<file path="config.mk">
export PLATFORM = sky130hd
export DESIGN_NAME = vga_frame_streamer_flat
export DESIGN_NICKNAME = d
export VERILOG_FILES = /design/src/rtl/vga_frame_streamer_pkg.sv /design/src/rtl/vga_frame_streamer_if.sv /design/src/rtl/vga_frame_streamer_fifo.sv /design/src/rtl/vga_frame_streamer.sv /design/src/flat_wrapper.sv
export SDC_FILE = /design/constraint.sdc
export NUM_CORES = 1
export LEC_CHECK = 0
export BUFFER_PORTS_ARGS = -buffer_cell sky130_fd_sc_hd__buf_2
export CAP_MARGIN = 25
export CORE_MARGIN = 10
export CORE_UTILIZATION = 45
export CTS_BUF_LIST = sky130_fd_sc_hd__clkbuf_4 sky130_fd_sc_hd__clkbuf_8
export DETAILED_ROUTE_END_ITERATION = 16
export GPL_TIMING_DRIVEN = 0
export PLACE_DENSITY = 0.67
export REMOVE_ABC_BUFFERS = 1
export SETUP_SLACK_MARGIN = 0.15
export SYNTH_ARGS = -nofsm -noshare
export SYNTH_HDL_FRONTEND = slang
export SYNTH_SLANG_ARGS = --single-unit
</file>
<file path="constraint.sdc">
create_clock -name clk -period 5.24 [get_ports clk]
set_clock_uncertainty 0.05 [all_clocks]
set_input_delay 0.262 -clock clk [delete_from_list [all_inputs] [get_ports clk]]
set_output_delay 0.262 -clock clk [all_outputs]
set_load 0.1 [all_outputs]
</file>
<file path="src/rtl/vga_frame_streamer_pkg.sv">
`default_nettype none
// ---------------------------------------------------------------------------
// vga_stream_pkg: timing defaults, FSM states and FIFO entry layout shared by
// the VGA frame streamer.            Revision: 1.0
// ---------------------------------------------------------------------------
package vga_stream_pkg;

  localparam int DEF_WIDTH      = 640;
  localparam int DEF_HEIGHT     = 480;
  localparam int DEF_H_FP       = 16;
  localparam int DEF_H_SYNC     = 96;
  localparam int DEF_H_BP       = 48;
  localparam int DEF_V_FP       = 10;
  localparam int DEF_V_SYNC     = 2;
  localparam int DEF_V_BP       = 33;
  localparam int DEF_FIFO_DEPTH = 16;

  localparam int DEF_H_TOTAL = DEF_WIDTH + DEF_H_FP + DEF_H_SYNC + DEF_H_BP;
  localparam int DEF_V_TOTAL = DEF_HEIGHT + DEF_V_FP + DEF_V_SYNC + DEF_V_BP;
  localparam int DEF_H_CNT_W = $clog2(DEF_H_TOTAL);
  localparam int DEF_V_CNT_W = $clog2(DEF_V_TOTAL);

  typedef enum logic [1:0] {
    IDLE  = 2'd0,
    PRIME = 2'd1,
    SCAN  = 2'd2
  } state_t;

  localparam int COLOR_W = 8;
  localparam int ENTRY_W = 25;
  localparam int SOF_BIT = 24;
  localparam int R_LSB   = 16;
  localparam int G_LSB   = 8;
  localparam int B_LSB   = 0;

  // Counter width able to hold values 0..n-1, never narrower than one bit.
  function automatic int cnt_width(input int n);
    return (n < 2) ? 1 : $clog2(n);
  endfunction

endpackage
`default_nettype wire

</file>
<file path="src/rtl/vga_frame_streamer_if.sv">
`default_nettype none
// ---------------------------------------------------------------------------
// vga_frame_streamer_if: pixel input handshake plus VGA output bundle.
// Revision: 1.0
// ---------------------------------------------------------------------------
interface vga_frame_streamer_if;
  import vga_stream_pkg::*;

  logic               in_valid;
  logic               in_ready;
  logic               in_sof;
  logic [COLOR_W-1:0] in_r;
  logic [COLOR_W-1:0] in_g;
  logic [COLOR_W-1:0] in_b;
  logic [COLOR_W-1:0] VGA_R;
  logic [COLOR_W-1:0] VGA_G;
  logic [COLOR_W-1:0] VGA_B;
  logic               VGA_HS;
  logic               VGA_VS;
  logic               VGA_BLANK_N;
  logic               valid;
  logic               underflow;
  logic               sof_err;
  logic               frame_done;

  modport master (
    output in_valid, in_sof, in_r, in_g, in_b,
    input  in_ready, VGA_R, VGA_G, VGA_B, VGA_HS, VGA_VS, VGA_BLANK_N,
    input  valid, underflow, sof_err, frame_done
  );

  modport slave (
    input  in_valid, in_sof, in_r, in_g, in_b,
    output in_ready, VGA_R, VGA_G, VGA_B, VGA_HS, VGA_VS, VGA_BLANK_N,
    output valid, underflow, sof_err, frame_done
  );

endinterface
`default_nettype wire

</file>
<file path="src/rtl/vga_frame_streamer_fifo.sv">
`default_nettype none
// ---------------------------------------------------------------------------
// pixel_fifo: synchronous show-ahead FIFO of {sof, r, g, b} entries.
// Revision: 1.0
// ---------------------------------------------------------------------------
module pixel_fifo
  import vga_stream_pkg::*;
#(
  parameter int DEPTH = DEF_FIFO_DEPTH
) (
  input  logic               clk,
  input  logic               reset_n,
  input  logic               i_push,
  input  logic [ENTRY_W-1:0] i_data,
  input  logic               i_pop,
  output logic [ENTRY_W-1:0] o_data,
  output logic               o_full,
  output logic               o_empty
);

  localparam int            c_aw   = $clog2(DEPTH);
  localparam logic [c_aw:0] c_full = DEPTH[c_aw:0];

  logic [ENTRY_W-1:0] r_mem [DEPTH];
  logic [c_aw-1:0]    r_wr_ptr;
  logic [c_aw-1:0]    r_rd_ptr;
  logic [c_aw:0]      r_count;
  logic               w_do_push;
  logic               w_do_pop;

  assign o_full    = (r_count == c_full);
  assign o_empty   = (r_count == '0);
  assign w_do_push = i_push && !o_full;
  assign w_do_pop  = i_pop && !o_empty;
  assign o_data    = r_mem[r_rd_ptr];

  always_ff @(posedge clk) begin
    if (w_do_push) r_mem[r_wr_ptr] <= i_data;
  end

  always_ff @(posedge clk) begin
    if (!reset_n) begin
      r_wr_ptr <= '0;
      r_rd_ptr <= '0;
      r_count  <= '0;
    end else begin
      if (w_do_push) r_wr_ptr <= r_wr_ptr + 1'b1;
      if (w_do_pop)  r_rd_ptr <= r_rd_ptr + 1'b1;
      case ({w_do_push, w_do_pop})
        2'b10:   r_count <= r_count + 1'b1;
        2'b01:   r_count <= r_count - 1'b1;
        default: r_count <= r_count;
      endcase
    end
  end

endmodule
`default_nettype wire

</file>
<file path="src/rtl/vga_frame_streamer.sv">
`default_nettype none
// ---------------------------------------------------------------------------
// vga_frame_streamer: FIFO-buffered pixel stream to VGA raster with SOF lock.
// Revision: 1.0
// ---------------------------------------------------------------------------
module vga_frame_streamer
  import vga_stream_pkg::*;
#(
  parameter int WIDTH      = DEF_WIDTH,
  parameter int HEIGHT     = DEF_HEIGHT,
  parameter int H_FP       = DEF_H_FP,
  parameter int H_SYNC     = DEF_H_SYNC,
  parameter int H_BP       = DEF_H_BP,
  parameter int V_FP       = DEF_V_FP,
  parameter int V_SYNC     = DEF_V_SYNC,
  parameter int V_BP       = DEF_V_BP,
  parameter int FIFO_DEPTH = DEF_FIFO_DEPTH
) (
  input logic                 clk,
  input logic                 reset_n,
  vga_frame_streamer_if.slave bus
);

  localparam int c_h_total = WIDTH + H_FP + H_SYNC + H_BP;
  localparam int c_v_total = HEIGHT + V_FP + V_SYNC + V_BP;
  // One spare code so sync end equal to the total still fits.
  localparam int c_hw      = cnt_width(c_h_total + 1);
  localparam int c_vw      = cnt_width(c_v_total + 1);

  localparam logic [c_hw-1:0] c_h_act  = c_hw'(WIDTH);
  localparam logic [c_hw-1:0] c_h_lpix = c_hw'(WIDTH - 1);
  localparam logic [c_hw-1:0] c_h_last = c_hw'(c_h_total - 1);
  localparam logic [c_hw-1:0] c_hs_beg = c_hw'(WIDTH + H_FP);
  localparam logic [c_hw-1:0] c_hs_end = c_hw'(WIDTH + H_FP + H_SYNC);
  localparam logic [c_vw-1:0] c_v_act  = c_vw'(HEIGHT);
  localparam logic [c_vw-1:0] c_v_lpix = c_vw'(HEIGHT - 1);
  localparam logic [c_vw-1:0] c_v_last = c_vw'(c_v_total - 1);
  localparam logic [c_vw-1:0] c_vs_beg = c_vw'(HEIGHT + V_FP);
  localparam logic [c_vw-1:0] c_vs_end = c_vw'(HEIGHT + V_FP + V_SYNC);

  state_t             r_state;
  logic [c_hw-1:0]    r_h;
  logic [c_vw-1:0]    r_v;
  logic [COLOR_W-1:0] r_r, r_g, r_b;
  logic               r_hs, r_vs, r_blank_n, r_valid;
  logic               r_underflow, r_sof_err, r_frame_done;

  logic               w_in_ready, w_push, w_pop, w_full, w_empty;
  logic               w_scan, w_active, w_origin;
  logic [ENTRY_W-1:0] w_wr_data, w_rd_data;

  assign w_in_ready = reset_n && !w_full;
  // While unlocked, only a start-of-frame pixel is kept; the rest are dropped.
  assign w_push     = bus.in_valid && w_in_ready && ((r_state != IDLE) || bus.in_sof);
  assign w_scan     = (r_state == SCAN);
  assign w_active   = (r_h < c_h_act) && (r_v < c_v_act);
  assign w_origin   = (r_h == '0) && (r_v == '0);
  assign w_pop      = w_scan && w_active && !w_empty;
  assign w_wr_data  = {bus.in_sof, bus.in_r, bus.in_g, bus.in_b};

  pixel_fifo #(
    .DEPTH (FIFO_DEPTH)
  ) u_fifo (
    .clk     (clk),
    .reset_n (reset_n),
    .i_push  (w_push),
    .i_data  (w_wr_data),
    .i_pop   (w_pop),
    .o_data  (w_rd_data),
    .o_full  (w_full),
    .o_empty (w_empty)
  );

  always_ff @(posedge clk) begin
    if (!reset_n) begin
      r_state      <= IDLE;
      r_h          <= '0;
      r_v          <= '0;
      r_r          <= '0;
      r_g          <= '0;
      r_b          <= '0;
      r_hs         <= 1'b1;
      r_vs         <= 1'b1;
      r_blank_n    <= 1'b0;
      r_valid      <= 1'b0;
      r_underflow  <= 1'b0;
      r_sof_err    <= 1'b0;
      r_frame_done <= 1'b0;
    end else begin
      case (r_state)
        IDLE:    if (w_push) r_state <= PRIME;
        PRIME:   if (w_full) r_state <= SCAN;
        SCAN:    r_state <= SCAN;
        default: r_state <= IDLE;
      endcase

      if (w_scan) begin
        if (r_h == c_h_last) begin
          r_h <= '0;
          r_v <= (r_v == c_v_last) ? '0 : r_v + 1'b1;
        end else begin
          r_h <= r_h + 1'b1;
        end
      end

      r_r          <= w_pop ? w_rd_data[R_LSB +: COLOR_W] : '0;
      r_g          <= w_pop ? w_rd_data[G_LSB +: COLOR_W] : '0;
      r_b          <= w_pop ? w_rd_data[B_LSB +: COLOR_W] : '0;
      r_hs         <= !(w_scan && (r_h >= c_hs_beg) && (r_h < c_hs_end));
      r_vs         <= !(w_scan && (r_v >= c_vs_beg) && (r_v < c_vs_end));
      r_blank_n    <= w_scan && w_active;
      r_valid      <= w_scan && w_active;
      r_underflow  <= w_scan && w_active && w_empty;
      r_sof_err    <= w_pop && (w_rd_data[SOF_BIT] != w_origin);
      r_frame_done <= w_scan && (r_h == c_h_lpix) && (r_v == c_v_lpix);
    end
  end

  assign bus.in_ready    = w_in_ready;
  assign bus.VGA_R       = r_r;
  assign bus.VGA_G       = r_g;
  assign bus.VGA_B       = r_b;
  assign bus.VGA_HS      = r_hs;
  assign bus.VGA_VS      = r_vs;
  assign bus.VGA_BLANK_N = r_blank_n;
  assign bus.valid       = r_valid;
  assign bus.underflow   = r_underflow;
  assign bus.sof_err     = r_sof_err;
  assign bus.frame_done  = r_frame_done;

endmodule
`default_nettype wire

</file>
<file path="src/flat_wrapper.sv">
// flat-port wrapper written by rule: the top's interface ports become plain ports
module vga_frame_streamer_flat import vga_stream_pkg::*;
#(
  parameter int WIDTH      = DEF_WIDTH,
  parameter int HEIGHT     = DEF_HEIGHT,
  parameter int H_FP       = DEF_H_FP,
  parameter int H_SYNC     = DEF_H_SYNC,
  parameter int H_BP       = DEF_H_BP,
  parameter int V_FP       = DEF_V_FP,
  parameter int V_SYNC     = DEF_V_SYNC,
  parameter int V_BP       = DEF_V_BP,
  parameter int FIFO_DEPTH = DEF_FIFO_DEPTH
)
  (clk, reset_n, bus_in_valid, bus_in_sof, bus_in_r, bus_in_g, bus_in_b, bus_in_ready, bus_VGA_R, bus_VGA_G, bus_VGA_B, bus_VGA_HS, bus_VGA_VS, bus_VGA_BLANK_N, bus_valid, bus_underflow, bus_sof_err, bus_frame_done);
  vga_frame_streamer_if bus_i ();
  input logic clk;
  input logic reset_n;
  input wire logic [$bits(bus_i.in_valid)-1:0] bus_in_valid;
  input wire logic [$bits(bus_i.in_sof)-1:0] bus_in_sof;
  input wire logic [$bits(bus_i.in_r)-1:0] bus_in_r;
  input wire logic [$bits(bus_i.in_g)-1:0] bus_in_g;
  input wire logic [$bits(bus_i.in_b)-1:0] bus_in_b;
  output wire logic [$bits(bus_i.in_ready)-1:0] bus_in_ready;
  output wire logic [$bits(bus_i.VGA_R)-1:0] bus_VGA_R;
  output wire logic [$bits(bus_i.VGA_G)-1:0] bus_VGA_G;
  output wire logic [$bits(bus_i.VGA_B)-1:0] bus_VGA_B;
  output wire logic [$bits(bus_i.VGA_HS)-1:0] bus_VGA_HS;
  output wire logic [$bits(bus_i.VGA_VS)-1:0] bus_VGA_VS;
  output wire logic [$bits(bus_i.VGA_BLANK_N)-1:0] bus_VGA_BLANK_N;
  output wire logic [$bits(bus_i.valid)-1:0] bus_valid;
  output wire logic [$bits(bus_i.underflow)-1:0] bus_underflow;
  output wire logic [$bits(bus_i.sof_err)-1:0] bus_sof_err;
  output wire logic [$bits(bus_i.frame_done)-1:0] bus_frame_done;
  assign bus_i.in_valid = bus_in_valid;
  assign bus_i.in_sof = bus_in_sof;
  assign bus_i.in_r = bus_in_r;
  assign bus_i.in_g = bus_in_g;
  assign bus_i.in_b = bus_in_b;
  assign bus_in_ready = bus_i.in_ready;
  assign bus_VGA_R = bus_i.VGA_R;
  assign bus_VGA_G = bus_i.VGA_G;
  assign bus_VGA_B = bus_i.VGA_B;
  assign bus_VGA_HS = bus_i.VGA_HS;
  assign bus_VGA_VS = bus_i.VGA_VS;
  assign bus_VGA_BLANK_N = bus_i.VGA_BLANK_N;
  assign bus_valid = bus_i.valid;
  assign bus_underflow = bus_i.underflow;
  assign bus_sof_err = bus_i.sof_err;
  assign bus_frame_done = bus_i.frame_done;
  vga_frame_streamer #(.WIDTH(WIDTH), .HEIGHT(HEIGHT), .H_FP(H_FP), .H_SYNC(H_SYNC), .H_BP(H_BP), .V_FP(V_FP), .V_SYNC(V_SYNC), .V_BP(V_BP), .FIFO_DEPTH(FIFO_DEPTH)) u_core (.clk(clk), .reset_n(reset_n), .bus(bus_i));
endmodule
</file>
==> summary.txt <==
Detailed routing
  – DRC viols: 0
  – Routed WL: roughly 37,000 um
  – WL met1: 15,880 um
  – Via density: 5.456
  – Met2 wire length: approximately 19,000 um
  – Post-route antenna net violation count: 0
  – Via count: approximately 9,100
  – Top routing layer in use: met4
  – Met3 WL post-DR: 1584 um
  – Routed WL per cell: about 22 um
  – Drt first pass iters: 5
  – Initial DRC count: just over 700

Job
  – Max cap viols: 0

Synthesis
  – Async SR Flop Fraction: 0
  – Synth area leader: edfxtp_1
  – Mapped cell area: between 15,000 and 20,000 um^2
  – Synth top area share: 0.6623
  – Most common cell in the netlist: edfxtp_1
  – Synth cell count leaders: 400 x edfxtp_1, 101 x mux4_2, 69 x dfxtp_1, 51 x nor2_1, 48 x a211oi_1
  – Cell count after synthesis: 949
  – EDFF count, synth: 400
  – Distinct cell type count after synthesis: 51
  – Mean Syn Cell Area: 19.11 um^2
  – Most used DFF post-synth: edfxtp_1
  – Seq cells post-synth: about 470
  – Ys Warns: 0
  – Seq/Total Area, Yosys: 0.7384
  – Synth top area cells: edfxtp_1 66%, mux4_2 13%, dfxtp_1 7.6%

STA
  – Worst Setup Slack, final: between 1.5 and 2 ns
  – Slew HR: 0.3505
  – Setup violations, final: 0
  – Hold Vio Cnt, Final: 0
  – Setup_tns: 0 ns
  – Worst-Margin Slew: approximately 0.97 ns
  – RSZ-0062 raised after global routing: false
  – Fmax: 0.3049 GHz
  – Min Tclk post-route: between 3 and 4 ns
  – Tcrit/Tclk final: 0.6260
  – Max Slew Vio Count: 0

Die
  – Die ar.: between 40,000 and 50,000 um^2
  – Initial core utilization: 0.4554
  – Core area: approximately 40,000 um^2
  – Die X-Extent: around 220 um
  – Row count: 73
  – # IOs: 60
  – Chip Height: 220.8 um

GRT
  – Vias in the first global route: 9,487
  – Overflow left after global routing: 0
  – Largest net degree at the start of global routing: 54
  – Global Route Usage Sum: 0.1552
  – Antenna violations before repair: 2
  – First-pass GRT wire length: approximately 57,000 um

Pwr
  – Tot Pwr: around 7.8 mW
  – Sequential Power Share: 0.531
  – Clock Power Share: 0.420
  – Int Pwr: a little over 6 mW
  – VDD IR max: 240.6 uV
  – Sw Ratio: 0.2198
  – Pwr Density: 362.5 nW/um^2
  – Leakage: between 6 and 7 nW
  – Sw power: ~1.7 mW
  – Comb power frac: 0.049

Worst hold path
  – WHS Endpoint: u_core.u_fifo.r_wr_ptr[1]
  – Hold Startpoint: bus_in_valid
  – Min-Delay Path Depth: 5
  – Worst min-delay path class: primary input to flip-flop

Final layout
  – Area Overhead vs Synth: 17.94%
  – Util after Layout: 0.5372
  – Fin cells: 1,675
  – Ratio of cells with drive above 1 in the final layout: 0.3066
  – Fillcell total: 3,153
  – NumNets Final: ~1,100

Setup path
  – CP arrival: roughly 3.8 ns
  – FF-to-FF path depth: 11
  – R2R setup slack: between 1.5 and 2 ns
  – FF-to-FF End: u_core.u_fifo.r_count[4]
  – Worst flop-to-flop path startpoint: u_core.r_state[0]
  – Critical path class: flip-flop to flip-flop
  – Critical Path End Type: flip-flop
  – Peak fanout along the critical path: 11
  – Critical Path RT: 5.74 ns
  – Crit start category: flip-flop

CTS
  – CTS max path bufs: 3
  – Cts hold-fix bufs: 26
  – Cts repair resizes: 0
  – Clock sink count: between 400 and 500
  – Root buf cell: clkbuf_8
  – Post-CTS setup buffers: 0
  – CTS tree: done
  – Reg clk slew, reported paths: about 0.060 ns
  – H-Tree Depth: 3
  – Worst skew pair latency: roughly 0.63 ns
  – CTS Buf Count: 77

Place
  – Hpwl dp: 21,470 um
  – Place WS: between 2 and 2.5 ns
  – Routability cong.: between 0.7 and 0.8
  – Inst Count DP: about 1,500
  – Port Buffers: between 50 and 60

Status
  – Status: finished, final reports clean
[logic make-up after synthesis]
logic type               Yosys count  synth area share
multiplexers                     129            0.1409
flip-flops                       469            0.7384
adder cells (fa/ha/maj)           17           0.01173
XOR/XNOR                          26           0.01255
AND/OR/NAND/NOR                  163           0.04760
AO/OA/AOI/OAI                     78           0.03270
buffers and inverters             67           0.01614
[sequential cells by signal, indices dropped and copies added, names as in the netlist, named ones only]
| name | cells |
|---|---|
| u_core.u_fifo.r_mem | 400 |
| u_core.r_h | 10 |
| u_core.r_v | 10 |
| u_core.bus.VGA_B | 8 |
| u_core.bus.VGA_G | 8 |
| u_core.bus.VGA_R | 8 |
| u_core.u_fifo.r_count | 5 |
| u_core.u_fifo.r_rd_ptr | 4 |
| u_core.u_fifo.r_wr_ptr | 4 |
| u_core.r_state | 2 |
| u_core.bus.VGA_BLANK_N | 1 |
| u_core.bus.VGA_HS | 1 |
| u_core.bus.VGA_VS | 1 |
| u_core.bus.frame_done | 1 |
| u_core.bus.sof_err | 1 |
| u_core.bus.underflow | 1 |
[placed cells by master (no fill, tap or decap), drive strengths merged, types with 2 or more instances in the layout]
cell         synthesis  layout
edfxtp             400     400
clkbuf              29     117
mux4               101     101
buf                 25      87
dfxtp               69      69
nor2                51      51
a211oi              49      49
mux2i               28      28
dlygate4sd3          0      26
nor2b               25      25
nand2               21      21
ha                  17      17
xor2                16      16
inv                 13      16
clkinv               0      16
nand4               14      14
nor3                13      13
xnor2               10      10
nand3                8       8
a21oi                8       8
nor4                 7       7
nand2b               5       5
o31ai                4       4
a31oi                3       3
or4                  3       3
nor4b                3       3
or3                  3       3
clkinvlp             0       3
and4                 3       3
diode                0       2
and2                 2       2
a41oi                2       2
o211a                2       2
o21ai                2       2
[power groups by stage]
stage	combinational [mW]	sequential [mW]	clock (mW)
2_1_floorplan	0.210	4.24	0
3_3_place_gp	0.342	4.21	0
3_5_place_dp	0.370	4.19	0
4_1_cts	0.387	4.12	3.33
5_1_grt	0.417	4.12	3.51
6_report	0.382	4.12	3.26
[routing by layer]
metal	vias to the layer above	GRT usage
met5	-	0
met1	4734	0.1972
li1	4121	-
met2	214	0.2603
met3	70	0.03523
met4	0	0.05010
[stage by stage]
step,hold WS (ns),area (um^2)
2_1_floorplan,0.3109,17890
3_3_place_gp,0.3992,18850
3_5_place_dp,0.4028,19520
4_1_cts,0.06804,21390
5_1_grt,0.1361,21390
6_report,0.1233,21390
[area by class of cell]
class	count	area, um^2	share of cell area
flip-flops and latches	469	13410	0.6267
multi-input cells	413	4564	0.2134
clock buffers	117	1423	0.06650
repair buffers	113	1102	0.05153
well taps	525	656.9	0.03071
clock inverters	23	186.4	0.008715
inverters	13	48.80	0.002281
diodes	2	5.005	0.0002340
[worst max path at each step]
stage / endpoint / slack, ns / startpoint / cells after the start
after global placement: u_core.bus.VGA_G[3] / -2.39 / flip-flop / 4
final: u_core.u_fifo.r_count[4] / 1.96 / u_core.r_state[0] / 11
after floorplan: u_core.bus.sof_err / -0.45 / flip-flop / 4
after CTS: u_core.u_fifo.r_count[4] / 1.97 / u_core.r_state[0] / 11
after global routing: u_core.u_fifo.r_count[4] / 1.70 / u_core.r_state[0] / 11
after detailed placement: u_core.u_fifo.r_count[4] / 2.00 / u_core.r_state[0] / 11
[critical path: stages (launching register included)]
cell and delay (ns):
dfxtp_1 0.32, inv_1 0.10, ha_1 0.50, o2111ai_2 0.38
nor3_1 0.38, xor2_1 0.11, ha_1 0.22, a211o_1 0.27
a31oi_1 0.17, nor4_1 0.07, or4_1 0.49, a21oi_1 0.15
Power figures use the tool's default switching activity.
